--- config.mk ---
export PLATFORM = sky130hd
export DESIGN_NAME = dram_port_arbiter
export DESIGN_NICKNAME = d
export VERILOG_FILES = /design/src/rtl/dram_port_arbiter_pkg.sv /design/src/rtl/dram_req_slot.sv /design/src/rtl/dram_port_arbiter.sv
export SDC_FILE = /design/constraint.sdc
export NUM_CORES = 1
export LEC_CHECK = 0
export BUFFER_PORTS_ARGS = -buffer_cell sky130_fd_sc_hd__buf_4
export CAP_MARGIN = 40
export CELL_PAD_IN_SITES_DETAIL_PLACEMENT = 0
export CELL_PAD_IN_SITES_GLOBAL_PLACEMENT = 1
export CORE_ASPECT_RATIO = 2
export CORE_UTILIZATION = 25
export CTS_CLUSTER_DIAMETER = 100
export DETAILED_ROUTE_END_ITERATION = 8
export GPL_ROUTABILITY_DRIVEN = 0
export GPL_TIMING_DRIVEN = 0
export PLACE_DENSITY_LB_ADDON = 0.1
export SLEW_MARGIN = 20
export SYNTH_ARGS = -nofsm -noshare
export SYNTH_HDL_FRONTEND = slang
export SYNTH_SLANG_ARGS = --single-unit
export TNS_END_PERCENT = 5
--- constraint.sdc ---
create_clock -name clock -period 1.8 [get_ports clock]
set_input_delay 0.36 -clock clock [delete_from_list [all_inputs] [get_ports clock]]
set_output_delay 0.36 -clock clock [all_outputs]
set_load 0.02 [all_outputs]
--- src/rtl/dram_port_arbiter_pkg.sv ---
// Shared types for the two-slot data-RAM port arbiter: FSM encoding, request
// payload and load-response owner tags.
package dram_port_arbiter_pkg;

  localparam int unsigned ARB_ADDR_W = 32;
  localparam int unsigned ARB_DATA_W = 32;
  localparam int unsigned ARB_SEL_W  = ARB_DATA_W / 8;

  typedef enum logic {
    ST_IDLE  = 1'b0,
    ST_HOLD2 = 1'b1
  } arb_state_e;

  typedef logic [1:0] owner_t;

  localparam owner_t OWN_NONE = 2'd0;
  localparam owner_t OWN_P1   = 2'd1;
  localparam owner_t OWN_P2   = 2'd2;

  typedef struct packed {
    logic                  we;
    logic [ARB_ADDR_W-1:0] addr;
    logic [ARB_SEL_W-1:0]  sel;
    logic [ARB_DATA_W-1:0] wdata;
  } req_t;

  // Stores never return data, so they carry no owner.
  function automatic owner_t load_owner(input logic we, input owner_t slot);
    return we ? OWN_NONE : slot;
  endfunction

endpackage

--- src/rtl/dram_req_slot.sv ---
// Single-entry hold register for the deferred slot-2 request.
module dram_req_slot
  import dram_port_arbiter_pkg::*;
(
  input  logic clock,
  input  logic reset_n,
  input  logic load,
  input  logic clear,
  input  req_t din,
  output logic valid,
  output req_t payload
);

  always_ff @(posedge clock or negedge reset_n) begin
    if (!reset_n) begin
      valid   <= 1'b0;
      payload <= '0;
    end else if (load) begin
      valid   <= 1'b1;
      payload <= din;
    end else if (clear) begin
      valid   <= 1'b0;
    end
  end

endmodule

--- src/rtl/dram_port_arbiter.sv ---
// Two-slot arbiter onto a single-port data RAM; slot 1 wins ties, slot 2 is
// held one cycle. Optional statistics counters under DRAM_ARB_STATS_EN.
// Payload widths are bounded by the package widths.
module dram_port_arbiter
  import dram_port_arbiter_pkg::*;
#(
  parameter int unsigned ADDR_W = ARB_ADDR_W,
  parameter int unsigned DATA_W = ARB_DATA_W
) (
  input  logic                  clock,
  input  logic                  reset_n,
  input  logic                  p1_valid,
  output logic                  p1_ready,
  input  logic                  p1_we,
  input  logic [ADDR_W-1:0]     p1_addr,
  input  logic [DATA_W/8-1:0]   p1_sel,
  input  logic [DATA_W-1:0]     p1_wdata,
  output logic                  p1_rvalid,
  output logic [DATA_W-1:0]     p1_rdata,
  input  logic                  p2_valid,
  output logic                  p2_ready,
  input  logic                  p2_we,
  input  logic [ADDR_W-1:0]     p2_addr,
  input  logic [DATA_W/8-1:0]   p2_sel,
  input  logic [DATA_W-1:0]     p2_wdata,
  output logic                  p2_rvalid,
  output logic [DATA_W-1:0]     p2_rdata,
`ifdef DRAM_ARB_STATS_EN
  output logic [31:0]           stat_conflicts,
  output logic [31:0]           stat_grants,
`endif
  output logic                  ram_ce,
  output logic                  ram_we,
  output logic [ADDR_W-1:0]     ram_addr,
  output logic [DATA_W/8-1:0]   ram_sel,
  output logic [DATA_W-1:0]     ram_wdata,
  input  logic [DATA_W-1:0]     ram_rdata
);

  localparam int unsigned SEL_W = DATA_W / 8;

  arb_state_e state, state_next;
  req_t       p1_req, p2_req, held, cmd;
  logic       held_valid, hold_load, hold_clear, issue;
  owner_t     tag, owner_next;

  assign p1_req = '{we: p1_we, addr: ARB_ADDR_W'(p1_addr), sel: ARB_SEL_W'(p1_sel),
                    wdata: ARB_DATA_W'(p1_wdata)};
  assign p2_req = '{we: p2_we, addr: ARB_ADDR_W'(p2_addr), sel: ARB_SEL_W'(p2_sel),
                    wdata: ARB_DATA_W'(p2_wdata)};

  dram_req_slot u_hold (
    .clock   (clock),
    .reset_n (reset_n),
    .load    (hold_load),
    .clear   (hold_clear),
    .din     (p2_req),
    .valid   (held_valid),
    .payload (held)
  );

  always_ff @(posedge clock or negedge reset_n) begin
    if (!reset_n) state <= ST_IDLE;
    else          state <= state_next;
  end

  // Command select; everything is forced quiet while reset is asserted.
  always_comb begin
    state_next = state;
    p1_ready   = 1'b0;
    p2_ready   = 1'b0;
    issue      = 1'b0;
    cmd        = '0;
    owner_next = OWN_NONE;
    hold_load  = 1'b0;
    hold_clear = 1'b0;
    if (reset_n) begin
      unique case (state)
        ST_IDLE: begin
          if (p1_valid) begin
            issue      = 1'b1;
            cmd        = p1_req;
            p1_ready   = 1'b1;
            owner_next = load_owner(p1_we, OWN_P1);
            if (p2_valid) begin
              p2_ready   = 1'b1;
              hold_load  = 1'b1;
              state_next = ST_HOLD2;
            end
          end else if (p2_valid) begin
            issue      = 1'b1;
            cmd        = p2_req;
            p2_ready   = 1'b1;
            owner_next = load_owner(p2_we, OWN_P2);
          end
        end
        ST_HOLD2: begin
          issue      = held_valid;
          cmd        = held_valid ? held : '0;
          owner_next = held_valid ? load_owner(held.we, OWN_P2) : OWN_NONE;
          hold_clear = 1'b1;
          state_next = ST_IDLE;
        end
        default: state_next = ST_IDLE;
      endcase
    end
  end

  assign ram_ce    = issue;
  assign ram_we    = issue & cmd.we;
  assign ram_addr  = ADDR_W'(cmd.addr);
  assign ram_sel   = SEL_W'(cmd.sel);
  assign ram_wdata = DATA_W'(cmd.wdata);

  // Owner of the load whose data arrives on ram_rdata next cycle.
  always_ff @(posedge clock or negedge reset_n) begin
    if (!reset_n) tag <= OWN_NONE;
    else          tag <= owner_next;
  end

  assign p1_rvalid = (tag == OWN_P1);
  assign p2_rvalid = (tag == OWN_P2);
  assign p1_rdata  = p1_rvalid ? ram_rdata : '0;
  assign p2_rdata  = p2_rvalid ? ram_rdata : '0;

`ifdef DRAM_ARB_STATS_EN
  logic conflict;
  assign conflict = (state == ST_IDLE) && (state_next == ST_HOLD2);

  // Saturating event counters.
  always_ff @(posedge clock or negedge reset_n) begin
    if (!reset_n) begin
      stat_conflicts <= '0;
      stat_grants    <= '0;
    end else begin
      if (conflict && (stat_conflicts != 32'hFFFF_FFFF)) stat_conflicts <= stat_conflicts + 32'd1;
      if (issue && (stat_grants != 32'hFFFF_FFFF))       stat_grants    <= stat_grants + 32'd1;
    end
  end
`endif

endmodule

# ---- Yosys cells after proc, flatten, opt, wreduce, memory -nomap -nowiden
# Index checks and enable logic that the tools add are counted.
dict set report op_classes {
  eq_ne 2
  n_mux 32
  n_bitwise 2
  n_reduce_logical 1
}
# operator count
set op_table {}
lappend op_table {{two-way mux 69 bit} 4}
lappend op_table {{one-hot mux 69 bit (2 select lines)} 1}
lappend op_table {{two-way mux 32 bit} 2}
lappend op_table {{two-way mux 1 bit} 16}
lappend op_table {{two-way mux 2 bit} 6}
lappend op_table {{one-hot mux 1 bit (2 select lines)} 2}
lappend op_table {{one-hot mux 2 bit (2 select lines)} 1}
lappend op_table {{== test 2 x 1 -> 1 bit, second input constant} 1}
lappend op_table {{== test 2 bit, second input constant} 1}
lappend op_table {{nonzero test 2 bit} 1}
lappend op_table {{AND 1 bit} 1}
lappend op_table {{NOT 1 bit} 1}
dict set report word_totals {
  regBits 73
  out_inout_bits 138
  word_cells 44
}

# ---- Logic depth before layout (Yosys ltp)
dict set report depth {
  word_depth 5
  depth_mapped 6
  ltp_nobuf 3
}

# ---- By module
# A second synthesis with hierarchy kept.
dict set report hier_totals {
  hier_cells 412
  area_unflattened_um2 4783.3
}
# mod instances cells_each area_each_um2
set by_module_without_submodules {}
lappend by_module_without_submodules {dram_req_slot 1 149 2950.3}
lappend by_module_without_submodules {dram_port_arbiter 1 263 1833.0}

# ---- Worst setup path before layout
# OpenSTA, ideal clock, no wires.
dict set report synth_path {
  kind {register to output}
  startpoint {register state}
  endpoint {output ram_addr[23]}
  arrival_time_ps 1416
  required_time_ps 1440
  path_slack_ps 24
  stages_incl_launch_ff 7
  path_buffers 3
  cell_sequence {dfrtp_1 > nor2b_1 > buf_2 > buf_2 > buf_2 > a222oi_1 > nor2b_1}
}
dict set report synth_via {
  elab_chain_len 3
}
# item line
set synth_rtl {}
lappend synth_rtl {{start, declared} dram_port_arbiter.sv:42} ;# arb_state_e state, state_next;
lappend synth_rtl {{start signal, assigned} dram_port_arbiter.sv:64} ;# else state <= state_next;
lappend synth_rtl {{NOT 1 bit} --}
lappend synth_rtl {{one-hot mux 69 bit (2 select lines) (*)} dram_port_arbiter.sv:78} ;# unique case (state)
lappend synth_rtl {{two-way mux 69 bit (*)} dram_port_arbiter.sv:77} ;# if (reset_n) begin
lappend synth_rtl {{end, declared} dram_port_arbiter.sv:34} ;# output logic [ADDR_W-1:0] ram_addr,
# Mark *: on every way between the ends. The rest lies on a longest branch, timed or not.

# ---- Worst setup path after layout
dict set report layout_path {
  startpoint {register state}
  endpoint {output ram_addr[7]}
}
# Same word-level chain as after synthesis.

==> metrics.md <==
| Metric | Value |
|---|---|
| Status | finished with violations |
| Violated checks | negative setup slack |
| Number of core rows | roughly 70 |
| Pwr dens | 762.0 nW/um^2 |
| Vias in the first global route | 5171 |
| H-tree depth | 3 |
| Clock slew seen by the registers of the worst setup and hold paths | 50 ps |
| Slew HR | 0.7509 |
| Switching Fraction | 0.2789 |
| Worst VDD drop | 486.6 uV |
| Setup Total Neg Slack | -25980 ps |
| RSZ-0062 raised after global routing | true |
| Mux contribution to synthesized area | 0.1725 |
| Post-synthesis sequential area ratio | 0.4061 |
| TritonCTS Buffers | 9 |
| Setup CP Type | reg2out |
| P_leak | 3.976 nW |
| Initial antenna violation count | 0 |
| Compound-cell area share of the yosys netlist | 0.1605 |
| Clk_lat worst skew | between 300 and 400 ps |
| Fin. Hold Viols | 0 |
| Final min period | 2216 ps |
| DP Area | 7119 sq um |
| Max cap viols | 0 |
| Worst Clk Skew | between 7 and 8 ps |
| Longest Clk Path Bufs | 2 |
| CTS tree | built |
| Syn Area/Cell | 11.00 sq um |
| Pin count of the biggest net entering global routing | 32 |
| Hold/Removal Path Class | in2async |
| Final setup viols | 115 |
| Syn Nets | 583 |
| Combinational fraction of design power | 0.320 |
| Total power | 6.321 mW |
| Area of the multi-input gates | 2524 sq um |
| Number of port buffers | 311 |
| First-pass GRT wire length | 28430 microns |
| Largest family of logic cells by synthesized area | simple AND/OR/NAND/NOR gates |
| Drt total wl | 18960 microns |
| Critical Path AT | 1860 ps |
| Routed WL per cell | 19.62 microns |
| Highest Clock Rate | 0.4512 GHz |
| Synth warn | 0 |
| Slew Limit Fails | 0 |
| Layout cells sized above 1 | 0.6414 |
| Root Buffer | clkbuf_16 |
| Vias | 4884 |
| Drt pass-1 iters | 7 |
| Diode count | 0 |
| Yosys top cell area share | 0.4061 |
| Gr ovfl total | 0 |
| Post-synthesis adder-cell area fraction | 0 |
| Measured slew at the worst slew-check pin | 372.5 ps |
| Worst Setup End Kind | output port |
| Sw Pwr | 1.763 mW |
| WHS | 82.90 ps |
| Ports | 312 |
| Yosys cell types | 21 |
| Sequential power share | 0.349 |
| Global Route Usage Sum | 0.1989 |
| WP data required | 1440 ps |
| Layout area overhead | 84.39% |
| Post-Synth Simple-Gate Area | 0.2056 |
| Total Nets Final | 922 |
| Util after Layout | 0.4686 |
| DIE AREA | 18560 sq um |
| Synth Area in XOR/XNOR | 0 |
| Starting Density | 0.2542 |
| Die H | around 190 microns |
| Core ar. | approximately 18000 sq um |
| Final setup margin | -416.3 ps |
| Internal Power | 4.558 mW |
| Mapped cell area | about 4500 sq um |
| Synth Register Bits | 73 |
| Design area | 8294 sq um |
| DRC viols | 0 |
| Clock sinks | 73 |
| Most area-hungry cell type in the Yosys netlist | dfrtp_1 |
| Clk network pwr share | 0.331 |
| Sequential Area | 1828 sq um |
| Final Cycle Share | 1.231 |
| Post-DP HPWL | 14690 microns |
| Layout Cells excl Fill | 966 |
| Post-Syn Instances | slightly above 400 |
| Worst Path Max Fanout | 10 |
| Post-Place Cells | 934 |
| DR vias/cell | 5.056 |
| Die width | 96.85 microns |
| Filler instances | ~1.7k |
| DR iter-0 viols | 310 |
| Critical path startpoint category | flop |
| Post-route ant nets | 0 |
| Top cells by area, synth | dfrtp_1 41%, mux2_2 16%, a222oi_1 15% |
| Pre-CTS setup slack | -828.2 ps |
## cell families after synthesis
kind of cell	Yosys count
compound gates	73
flops	73
buf+inv	48
simple gates	146
mux	69
## what timing repair did
| item | in CTS | in global routing |
|---|---|---|
| pin swaps | 78 | 36 |
| setup endpoints to repair | 206 | 130 |
| buffers inserted | 5 | 0 |
| gates resized for setup | 137 | 52 |
| gates cloned | 4 | 1 |
| endpoints found under the hold margin | 40 | 0 |
| hold buffers | 6 | 0 |
## power groups by stage
stage               sequential [mW]  clock [mW]  combinational (mW)
finish                         2.21        2.09                2.02
global route                   2.26        2.22                2.17
CTS                            2.20        2.16                2.00
detailed placement             2.23           0                1.80
global placement               2.22           0                1.77
floorplan                      2.16           0                1.00
## sequential cells by signal, indices dropped and copies added (netlist names)
name	flops
state	1
tag	2
u_hold.payload	69
u_hold.valid	1
## per-layer routing
metal	up-vias	part of all wire	GRT usage
met5	-	0	0
met4	0	0.029	0.07635
met3	28	0.053	0.04148
met2	248	0.61	0.4198
met1	2374	0.31	0.1768
li1	2234	-	-
## layout by cell type (no fill, tap or decap), types with 4 or more instances in the layout
master / synthesis / layout
buf_4: 0 / 269
nor2b_1: 74 / 72
dfrtp_1: 73 / 72
a222oi_1: 69 / 69
mux2_2: 63 / 63
buf_6: 7 / 62
and2_1: 66 / 34
and2_4: 0 / 32
clkbuf_16: 0 / 13
buf_8: 0 / 11
buf_12: 0 / 6
clkbuf_8: 0 / 6
clkbuf_2: 0 / 5
mux2_1: 5 / 5
clkbuf_4: 0 / 4
## synth_stat cells
library cell  number
nand2_4            1
a22o_1             1
mux2_1             5
a222oi_1          69
mux2i_1            1
or3_1              1
mux2_2            63
and2_1            66
o211a_1            1
nor3b_2            1
a22oi_1            1
inv_1              3
o21ai_0            1
buf_6              7
buf_2             13
dfrtp_1           73
nor2b_1           74
and3b_1            1
nand2_1            1
and3_1             1
clkbuf_1          25
## worst paths after layout
| path | cells after the start | from | slack (ps) | end |
|---|---|---|---|---|
| worst min-delay path | 3 | reset_n | 80 | u_hold.payload[59]$_DFFE_PN0P_ |
| worst max register to register | 7 | state$_DFFE_PN0P_ | 70 | u_hold.payload[41]$_DFFE_PN0P_ |
| worst min register to register | 1 | u_hold.payload[41]$_DFFE_PN0P_ | 500 | u_hold.payload[41]$_DFFE_PN0P_ |
| min in group clock | 2 | p1_we | 200 | tag[0]$_DFF_PN0_ |
| worst max-delay path | 6 | state$_DFFE_PN0P_ | -420 | ram_addr[7] |
| max in group asynchronous | 3 | reset_n | 890 | state$_DFFE_PN0P_ |
## critical path: stages, from the launching register on
cell and delay (ps):
dfrtp_2 410, and2_4 190, buf_12 150, clkbuf_8 160, a222oi_1 340, nor2b_1 110
buf_4 170
## area by class of cell
class                   count  area share
flip-flops and latches     73      0.2204
well taps                 213     0.03213
plain buffers              45     0.06562
clock inverters             5     0.01237
inverters                   3    0.001358
multi-input cells         288      0.3043
repair buffers            328      0.3346
clock buffers              11     0.02927
Power figures use the tool's default switching activity.
